`config.mk`:
```
export PLATFORM = sky130hd
export DESIGN_NAME = c4_win_scanner
export DESIGN_NICKNAME = d
export VERILOG_FILES = /design/src/rtl/c4_pkg.sv /design/src/rtl/c4_step_gen.sv /design/src/rtl/c4_win_scanner.sv
export SDC_FILE = /design/constraint.sdc
export NUM_CORES = 1
export LEC_CHECK = 0
export CAP_MARGIN = 10
export CORE_ASPECT_RATIO = 0.75
export CORE_UTILIZATION = 59
export CTS_BUF_LIST = sky130_fd_sc_hd__clkbuf_8
export DETAILED_ROUTE_END_ITERATION = 7
export PLACE_DENSITY = 0.88
export SLEW_MARGIN = 20
export SYNTH_ARGS = -nofsm -noshare
export SYNTH_HDL_FRONTEND = slang
export SYNTH_SLANG_ARGS = --single-unit
```
`constraint.sdc`:
```
create_clock -name CLOCK_50 -period 7.7 [get_ports CLOCK_50]
set_clock_uncertainty 0.05 [all_clocks]
set_input_delay 1.155 -clock CLOCK_50 [delete_from_list [all_inputs] [get_ports CLOCK_50]]
set_output_delay 1.155 -clock CLOCK_50 [all_outputs]
set_load 0.1 [all_outputs]
```
`src/rtl/c4_pkg.sv`:
```
// Shared definitions for the Connect-4 win scanner: board geometry, cell
// encodings, scan directions and the scanner state encoding.
package c4_pkg;

  localparam int ROWS        = 6;
  localparam int COLS        = 7;
  localparam int WIN_LEN     = 4;
  localparam int BOARD_CELLS = ROWS * COLS;

  typedef enum logic [1:0] {
    EMPTY = 2'b00,
    P1    = 2'b01,
    P2    = 2'b10
  } cell_t;

  // Positive-side vectors (drow, dcol): H (0,+1), V (+1,0), D1 (+1,+1), D2 (+1,-1)
  typedef enum logic [1:0] {
    H  = 2'd0,
    V  = 2'd1,
    D1 = 2'd2,
    D2 = 2'd3
  } dir_t;

  typedef enum logic [2:0] {
    IDLE  = 3'd0,
    SETUP = 3'd1,
    REQ   = 3'd2,
    CHK   = 3'd3,
    NEXT  = 3'd4,
    FIN   = 3'd5
  } state_t;

  // A piece owner is only ever player 1 or player 2.
  function automatic logic is_player(input logic [1:0] p);
    return (p == P1) || (p == P2);
  endfunction

  // Direction visiting order H -> V -> D1 -> D2.
  function automatic dir_t next_dir(input dir_t d);
    dir_t n;
    case (d)
      H:       n = V;
      V:       n = D1;
      D1:      n = D2;
      default: n = H;
    endcase
    return n;
  endfunction

endpackage

```
`src/rtl/c4_step_gen.sv`:
```
// Combinational probe-address generator: latched cell + step * direction
// vector (negated on the negative side), with a board bounds test.
module c4_step_gen
  import c4_pkg::*;
(
  input  logic [2:0] row,
  input  logic [2:0] col,
  input  dir_t       dir,
  input  logic       side,
  input  logic [2:0] step,
  output logic [5:0] idx,
  output logic       in_bounds
);

  localparam logic signed [3:0] ROWS_S = 4'(ROWS);
  localparam logic signed [3:0] COLS_S = 4'(COLS);

  logic signed [3:0] delta_s;
  logic signed [3:0] drow_s;
  logic signed [3:0] dcol_s;
  logic signed [3:0] trow_s;
  logic signed [3:0] tcol_s;

  // Signed row/col offsets for the selected direction and side
  always_comb begin
    delta_s = side ? -$signed({1'b0, step}) : $signed({1'b0, step});
    drow_s  = 4'sd0;
    dcol_s  = 4'sd0;
    case (dir)
      H:  begin drow_s = 4'sd0;   dcol_s = delta_s;  end
      V:  begin drow_s = delta_s; dcol_s = 4'sd0;    end
      D1: begin drow_s = delta_s; dcol_s = delta_s;  end
      D2: begin drow_s = delta_s; dcol_s = -delta_s; end
      default: begin drow_s = 4'sd0; dcol_s = 4'sd0; end
    endcase
  end

  // Target coordinates and bounds test. Sums of 8 or 9 wrap negative in
  // four bits, so they still land on the out-of-bounds side of the test.
  always_comb begin
    trow_s    = $signed({1'b0, row}) + drow_s;
    tcol_s    = $signed({1'b0, col}) + dcol_s;
    in_bounds = (trow_s >= 4'sd0) && (trow_s < ROWS_S) &&
                (tcol_s >= 4'sd0) && (tcol_s < COLS_S);
    idx       = in_bounds ? (6'(trow_s[2:0]) * 6'(COLS) + 6'(tcol_s[2:0])) : 6'd0;
  end

endmodule

```
`src/rtl/c4_win_scanner.sv`:
```
// Connect-4 win/draw scanner. After each placement it walks the four line
// directions outward from the new piece through a one-read-per-probe board
// interface and reports win/winner/draw with a start/busy/done handshake.
module c4_win_scanner
  import c4_pkg::*;
(
  input  logic       CLOCK_50,
  input  logic       Resetn,
  input  logic       start,
  input  logic [2:0] place_row,
  input  logic [2:0] place_col,
  input  logic [1:0] player,
  input  logic       clear,
  output logic       rd_en,
  output logic [5:0] rd_addr,
  input  logic [1:0] rd_data,
  output logic       busy,
  output logic       done,
  output logic       win,
  output logic [1:0] winner,
  output logic       draw,
  output logic [5:0] move_cnt
);

  state_t     state_r;
  logic [2:0] row_r;
  logic [2:0] col_r;
  logic [1:0] player_r;
  dir_t       dir_r;
  logic       side_r;      // 0 = positive side, 1 = negative side
  logic [2:0] step_r;
  logic [2:0] count_r;
  logic       clr_pend_r;  // clear seen during a scan, applied when it ends

  // Coordinates of the probe the FSM is about to enter REQ with; looked up
  // one cycle early so rd_en/rd_addr can be registered.
  dir_t       probe_dir_s;
  logic       probe_side_s;
  logic [2:0] probe_step_s;
  logic [5:0] probe_idx_s;
  logic       probe_in_s;

  logic       hit_s;
  logic [2:0] count_inc_s;
  logic       win_now_s;
  logic       extend_s;

  assign hit_s       = (rd_data == player_r);
  assign count_inc_s = count_r + 3'd1;
  assign win_now_s   = hit_s && (count_inc_s == 3'(WIN_LEN));
  assign extend_s    = hit_s && !win_now_s && (step_r < 3'(WIN_LEN - 1));

  // Select the next probe: first H probe, step outward, flip side, or next direction
  always_comb begin
    probe_dir_s  = dir_r;
    probe_side_s = 1'b1;
    probe_step_s = 3'd1;
    case (state_r)
      SETUP: begin
        probe_dir_s  = H;
        probe_side_s = 1'b0;
      end
      CHK: begin
        if (extend_s) begin
          probe_side_s = side_r;
          probe_step_s = step_r + 3'd1;
        end else begin
          probe_side_s = 1'b1;
        end
      end
      NEXT: begin
        probe_dir_s  = next_dir(dir_r);
        probe_side_s = 1'b0;
      end
      default: begin
        probe_side_s = 1'b1;
      end
    endcase
  end

  c4_step_gen u_step_gen (
    .row       (row_r),
    .col       (col_r),
    .dir       (probe_dir_s),
    .side      (probe_side_s),
    .step      (probe_step_s),
    .idx       (probe_idx_s),
    .in_bounds (probe_in_s)
  );

  // Scanner FSM with registered handshake, read strobe and result flags
  always_ff @(posedge CLOCK_50 or negedge Resetn) begin
    if (!Resetn) begin
      state_r    <= IDLE;
      row_r      <= 3'd0;
      col_r      <= 3'd0;
      player_r   <= 2'b00;
      dir_r      <= H;
      side_r     <= 1'b0;
      step_r     <= 3'd0;
      count_r    <= 3'd0;
      clr_pend_r <= 1'b0;
      rd_en      <= 1'b0;
      rd_addr    <= 6'd0;
      busy       <= 1'b0;
      done       <= 1'b0;
      win        <= 1'b0;
      winner     <= 2'b00;
      draw       <= 1'b0;
      move_cnt   <= 6'd0;
    end else begin
      done  <= 1'b0;
      rd_en <= 1'b0;
      if (clear && (state_r != IDLE)) begin
        clr_pend_r <= 1'b1;
      end
      case (state_r)
        IDLE: begin
          if (clear) begin
            win      <= 1'b0;
            winner   <= 2'b00;
            draw     <= 1'b0;
            move_cnt <= 6'd0;
          end else if (start && !win && !draw) begin
            row_r    <= place_row;
            col_r    <= place_col;
            player_r <= player;
            if (is_player(player) && (place_row < 3'(ROWS)) && (place_col < 3'(COLS))) begin
              busy    <= 1'b1;
              state_r <= SETUP;
            end else begin
              done    <= 1'b1;
              state_r <= FIN;
            end
          end
        end
        SETUP: begin
          move_cnt <= move_cnt + 6'd1;
          count_r  <= 3'd1;
          dir_r    <= H;
          side_r   <= 1'b0;
          step_r   <= 3'd1;
          rd_en    <= probe_in_s;
          if (probe_in_s) rd_addr <= probe_idx_s;
          state_r  <= REQ;
        end
        REQ: begin
          if (rd_en) begin
            state_r <= CHK;
          end else if (!side_r) begin
            // Out-of-bounds probe counts as a mismatch: flip to negative side
            side_r  <= 1'b1;
            step_r  <= 3'd1;
            rd_en   <= probe_in_s;
            if (probe_in_s) rd_addr <= probe_idx_s;
            state_r <= REQ;
          end else begin
            state_r <= NEXT;
          end
        end
        CHK: begin
          if (win_now_s) begin
            count_r <= count_inc_s;
            win     <= 1'b1;
            winner  <= player_r;
            busy    <= 1'b0;
            done    <= 1'b1;
            state_r <= FIN;
          end else if (extend_s) begin
            count_r <= count_inc_s;
            step_r  <= step_r + 3'd1;
            rd_en   <= probe_in_s;
            if (probe_in_s) rd_addr <= probe_idx_s;
            state_r <= REQ;
          end else begin
            if (hit_s) count_r <= count_inc_s;
            if (!side_r) begin
              side_r  <= 1'b1;
              step_r  <= 3'd1;
              rd_en   <= probe_in_s;
              if (probe_in_s) rd_addr <= probe_idx_s;
              state_r <= REQ;
            end else begin
              state_r <= NEXT;
            end
          end
        end
        NEXT: begin
          if (dir_r == D2) begin
            busy    <= 1'b0;
            done    <= 1'b1;
            draw    <= (move_cnt == 6'(BOARD_CELLS));
            state_r <= FIN;
          end else begin
            dir_r   <= probe_dir_s;
            count_r <= 3'd1;
            side_r  <= 1'b0;
            step_r  <= 3'd1;
            rd_en   <= probe_in_s;
            if (probe_in_s) rd_addr <= probe_idx_s;
            state_r <= REQ;
          end
        end
        FIN: begin
          state_r    <= IDLE;
          clr_pend_r <= 1'b0;
          if (clr_pend_r || clear) begin
            win      <= 1'b0;
            winner   <= 2'b00;
            draw     <= 1'b0;
            move_cnt <= 6'd0;
          end
        end
        default: begin
          state_r <= IDLE;
          busy    <= 1'b0;
        end
      endcase
    end
  end

endmodule
```
==> impl_summary.txt <==
----------------------------------------------------
[GRT]
  Wire length of the first global-routing pass ... between 10000 and 15000 um
  Via count of the first global-routing pass ... approximately 2500
  Initial antenna violation count ... 0
  Pin count of the biggest net entering global routing ... 41
  Overall Global Routing Usage ... between 20% and 30%
  Remaining global-route overflow ... 0

[Routing]
  Average wire length per cell after detail routing ... around 17 um
  Drt pass-1 iters ... 8
  WL final ... between 7000 and 8000 um
  First-iteration detailed-routing DRC count ... approximately 250
  DRT antenna net count ... 0
  Detail-routed via count per cell ... 6.341
  Final routed DRC violation total ... 0
  Total via count after detailed routing ... 2619

[Outcome]
  Status ... completed

[Setup path]
  Arrival @ worst endpoint ... 6.55 ns
  Worst Setup Start Kind ... primary input
  Worst endpoint required time ... between 7 and 8 ns
  Crit path capture type ... register
  Crit-path max FO ... 7
  Critical path class ... in -> reg

[Yosys]
  Synth Warn # ... 0
  Number of enable-type register cells in the synthesized netlist ... 0
  Top flip-flop cell by instance count after synthesis ... dfrtp_1
  Ranking of synthesized cells by area ... dfrtp_1, ha_1, mux2_2, a21oi_1, fa_1
  Mapped Area ... ~3000 um^2
  Most used standard cell by instance count after synthesis ... dfrtp_1
  Post-Syn Instances ... approximately 320
  Post-synth cell types ... 58
  Async set-or-reset flop fraction in the synthesized netlist ... 100.0%
  Mapped Avg Cell Area ... between 9 and 10 um^2
  Flops & latches, synth ... 40
  Post-synthesis sequential area ratio ... about a third
  Area share of the leading cell type in the synthesized netlist ... approximately a third
  Largest area contributor in the synthesized netlist ... dfrtp_1
  Leading post-synthesis cells by instance count ... dfrtp_1, nor2_1, nand2_1, ha_1, a21oi_1
  Syn Nets ... ~370

[Floorplanning]
  CORE AREA ... 4927 um^2
  Number of standard-cell rows in the floorplan ... 22
  Die Y-Extent ... about 64 um
  Die Footprint ... ~5400 um^2
  Horizontal die dimension ... between 80 and 90 um
  Number of top-level design ports ... 33
  Initial standard-cell utilization of the core ... 61.71%

[Timing]
  Max Slew Vio Count ... 0
  Unrepaired setup endpoints after global routing ... no
  Post-layout minimum cycle time ... around 6.4 ns
  Slew at the pin closest to its max-slew limit ... between 0.9 and 1 ns
  Max Clk Rate ... 155.9 MHz
  Fraction of the cycle the final worst path needs ... 83.32%
  Final setup vio count ... 0
  Hold violation total from the final report ... 0
  Setup TNS ... 0 ns
  Worst slew margin relative to its limit ... about a third

[Place]
  Placed Area ... 3395 um^2
  RD Place Congestion ... roughly 0.97
  Hpwl dp ... ~5400 um
  Count of buffers from port buffering ... 32
  # placed instances ... between 400 and 500

[Layout]
  Layout cell share with drive strength beyond 1 ... between 10% and 20%
  Ant. Diodes ... 0
  Post-route cell area ... between 3000 and 4000 um^2
  Post-layout instance count excluding filler cells ... 413
  Filler Cell Count ... between 300 and 400
  Layout Area Growth over Synthesis ... 14.32%
  Number of nets at the end of the flow ... ~400
  Final cell utilization of the core ... approximately 70%

[Clocking]
  H-tree levels ... 2
  Clock sink count ... 40
  Buffer type at the clock tree root ... clkbuf_8
  Post-CTS setup buffers ... 0
  Deepest clock path buffer count ... 2
  Number of hold-repair buffers added at the cts stage ... 0
  Clock tree from TritonCTS ... done
  Total CTS buffers ... 5
  Resize count post-CTS ... 0
  Clk Latency, worst-skew pair ... approximately 0.3 ns
  Clock transition at path regs ... ~0.070 ns

[Worst hold path]
  Type of the worst min-delay path ... reg -> reg

[Job]
  Max-capacitance violation count ... 0

----------------------------------------------------
## area by class of cell
cell class	instances	area, um^2	area share, %
sequential	40	1001	28.80
tap	60	75.07	2.160
multi-input combinational	251	1917	55.15
clock inverter	2	12.51	0.3600
timing repair buffer	32	315.3	9.071
clock buffer	5	68.82	1.980
inverter	23	86.33	2.484
## logic make-up after synthesis
kind of cell | share of synthesized area [%]
flops | 32.92
buf+inv | 4.033
fa+ha+maj | 14.24
mux | 6.296
simple gates | 15.60
compound gates | 22.47
xor+xnor | 4.444
## per-stage QoR
step | hold slack, ns | worst slack (ns)
after global routing | 0.4894 | 0.9600
final | 0.4603 | 1.285
after CTS | 0.4661 | 1.319
after detailed placement | 0.4369 | 1.004
after global placement | 0.4395 | 1.210
after floorplan | 0.4239 | 1.873
## cells in the final DEF, fill, tap and decap left out, types with 3 or more instances in the layout
cell type | netlist | routed
nor3_1 | 7 | 7
o22ai_1 | 7 | 7
mux2_2 | 14 | 14
xor2_2 | 4 | 4
ha_1 | 25 | 25
xnor2_1 | 7 | 7
nand2_1 | 27 | 27
nor2b_1 | 3 | 3
nor2_1 | 30 | 30
a21o_1 | 8 | 8
o21ai_0 | 20 | 20
dfrtp_1 | 40 | 40
a211oi_1 | 3 | 3
a211oi_2 | 3 | 3
nand2b_1 | 6 | 6
clkdlybuf4s50_1 | 0 | 31
fa_1 | 6 | 6
a31oi_1 | 3 | 3
o31ai_1 | 3 | 3
inv_1 | 22 | 22
nand3_1 | 8 | 8
a22o_1 | 3 | 3
a21oi_1 | 24 | 24
clkbuf_8 | 0 | 5
## flip-flops by register name, summed over array words and instances, names as in the netlist
name,cells
winner,2
clr_pend_r,1
col_r,3
win,1
row_r,3
player_r,2
dir_r,2
count_r,3
step_r,3
state_r,3
done,1
draw,1
move_cnt,6
rd_addr,6
side_r,1
busy,1
rd_en,1
## metal layers
metal	up-vias	track usage [%]	share of wire [%]
li1	1228	-	-
met1	1247	42.56	48
met2	129	41.26	41
met3	15	6.977	9.0
met4	0	9.534	1.5
met5	-	0	0
## worst paths after layout
| kind | start | end | slack [ns] | cells past startpoint |
|---|---|---|---|---|
| worst max-delay path | rd_data[0] | rd_addr[5]$_DFFE_PN0P_ | 1.28 | 20 |
| worst min-delay path | rd_addr[4]$_DFFE_PN0P_ | rd_addr[4]$_DFFE_PN0P_ | 0.46 | 1 |
| max in group asynchronous | Resetn | clr_pend_r$_DFFE_PN0P_ | 6.11 | 1 |
| worst max register to register | count_r[0]$_DFFE_PN0P_ | rd_addr[5]$_DFFE_PN0P_ | 1.80 | 20 |
| worst min register to register | rd_addr[4]$_DFFE_PN0P_ | rd_addr[4]$_DFFE_PN0P_ | 0.46 | 1 |
| min in group asynchronous | Resetn | count_r[0]$_DFFE_PN0P_ | 0.92 | 1 |
## critical path, stage by stage
cell and delay [ns]:
clkdlybuf4s50_1 0.45, xor2_2 0.25, a2111oi_4 0.43, nand3_1 0.21
ha_1 0.30, or3_2 0.52, a31oi_4 0.25, nor2_1 0.07
ha_1 0.32, xor2_1 0.25, inv_1 0.15, fa_1 0.51
inv_1 0.05, fa_1 0.50, fa_1 0.47, inv_1 0.07
a21o_1 0.11, a21oi_1 0.07, xnor2_1 0.13, mux2_2 0.26
Power is left out: the tool's default activity adds up to more than one toggle a clock period on the data nets, which glitch-free logic cannot reach.
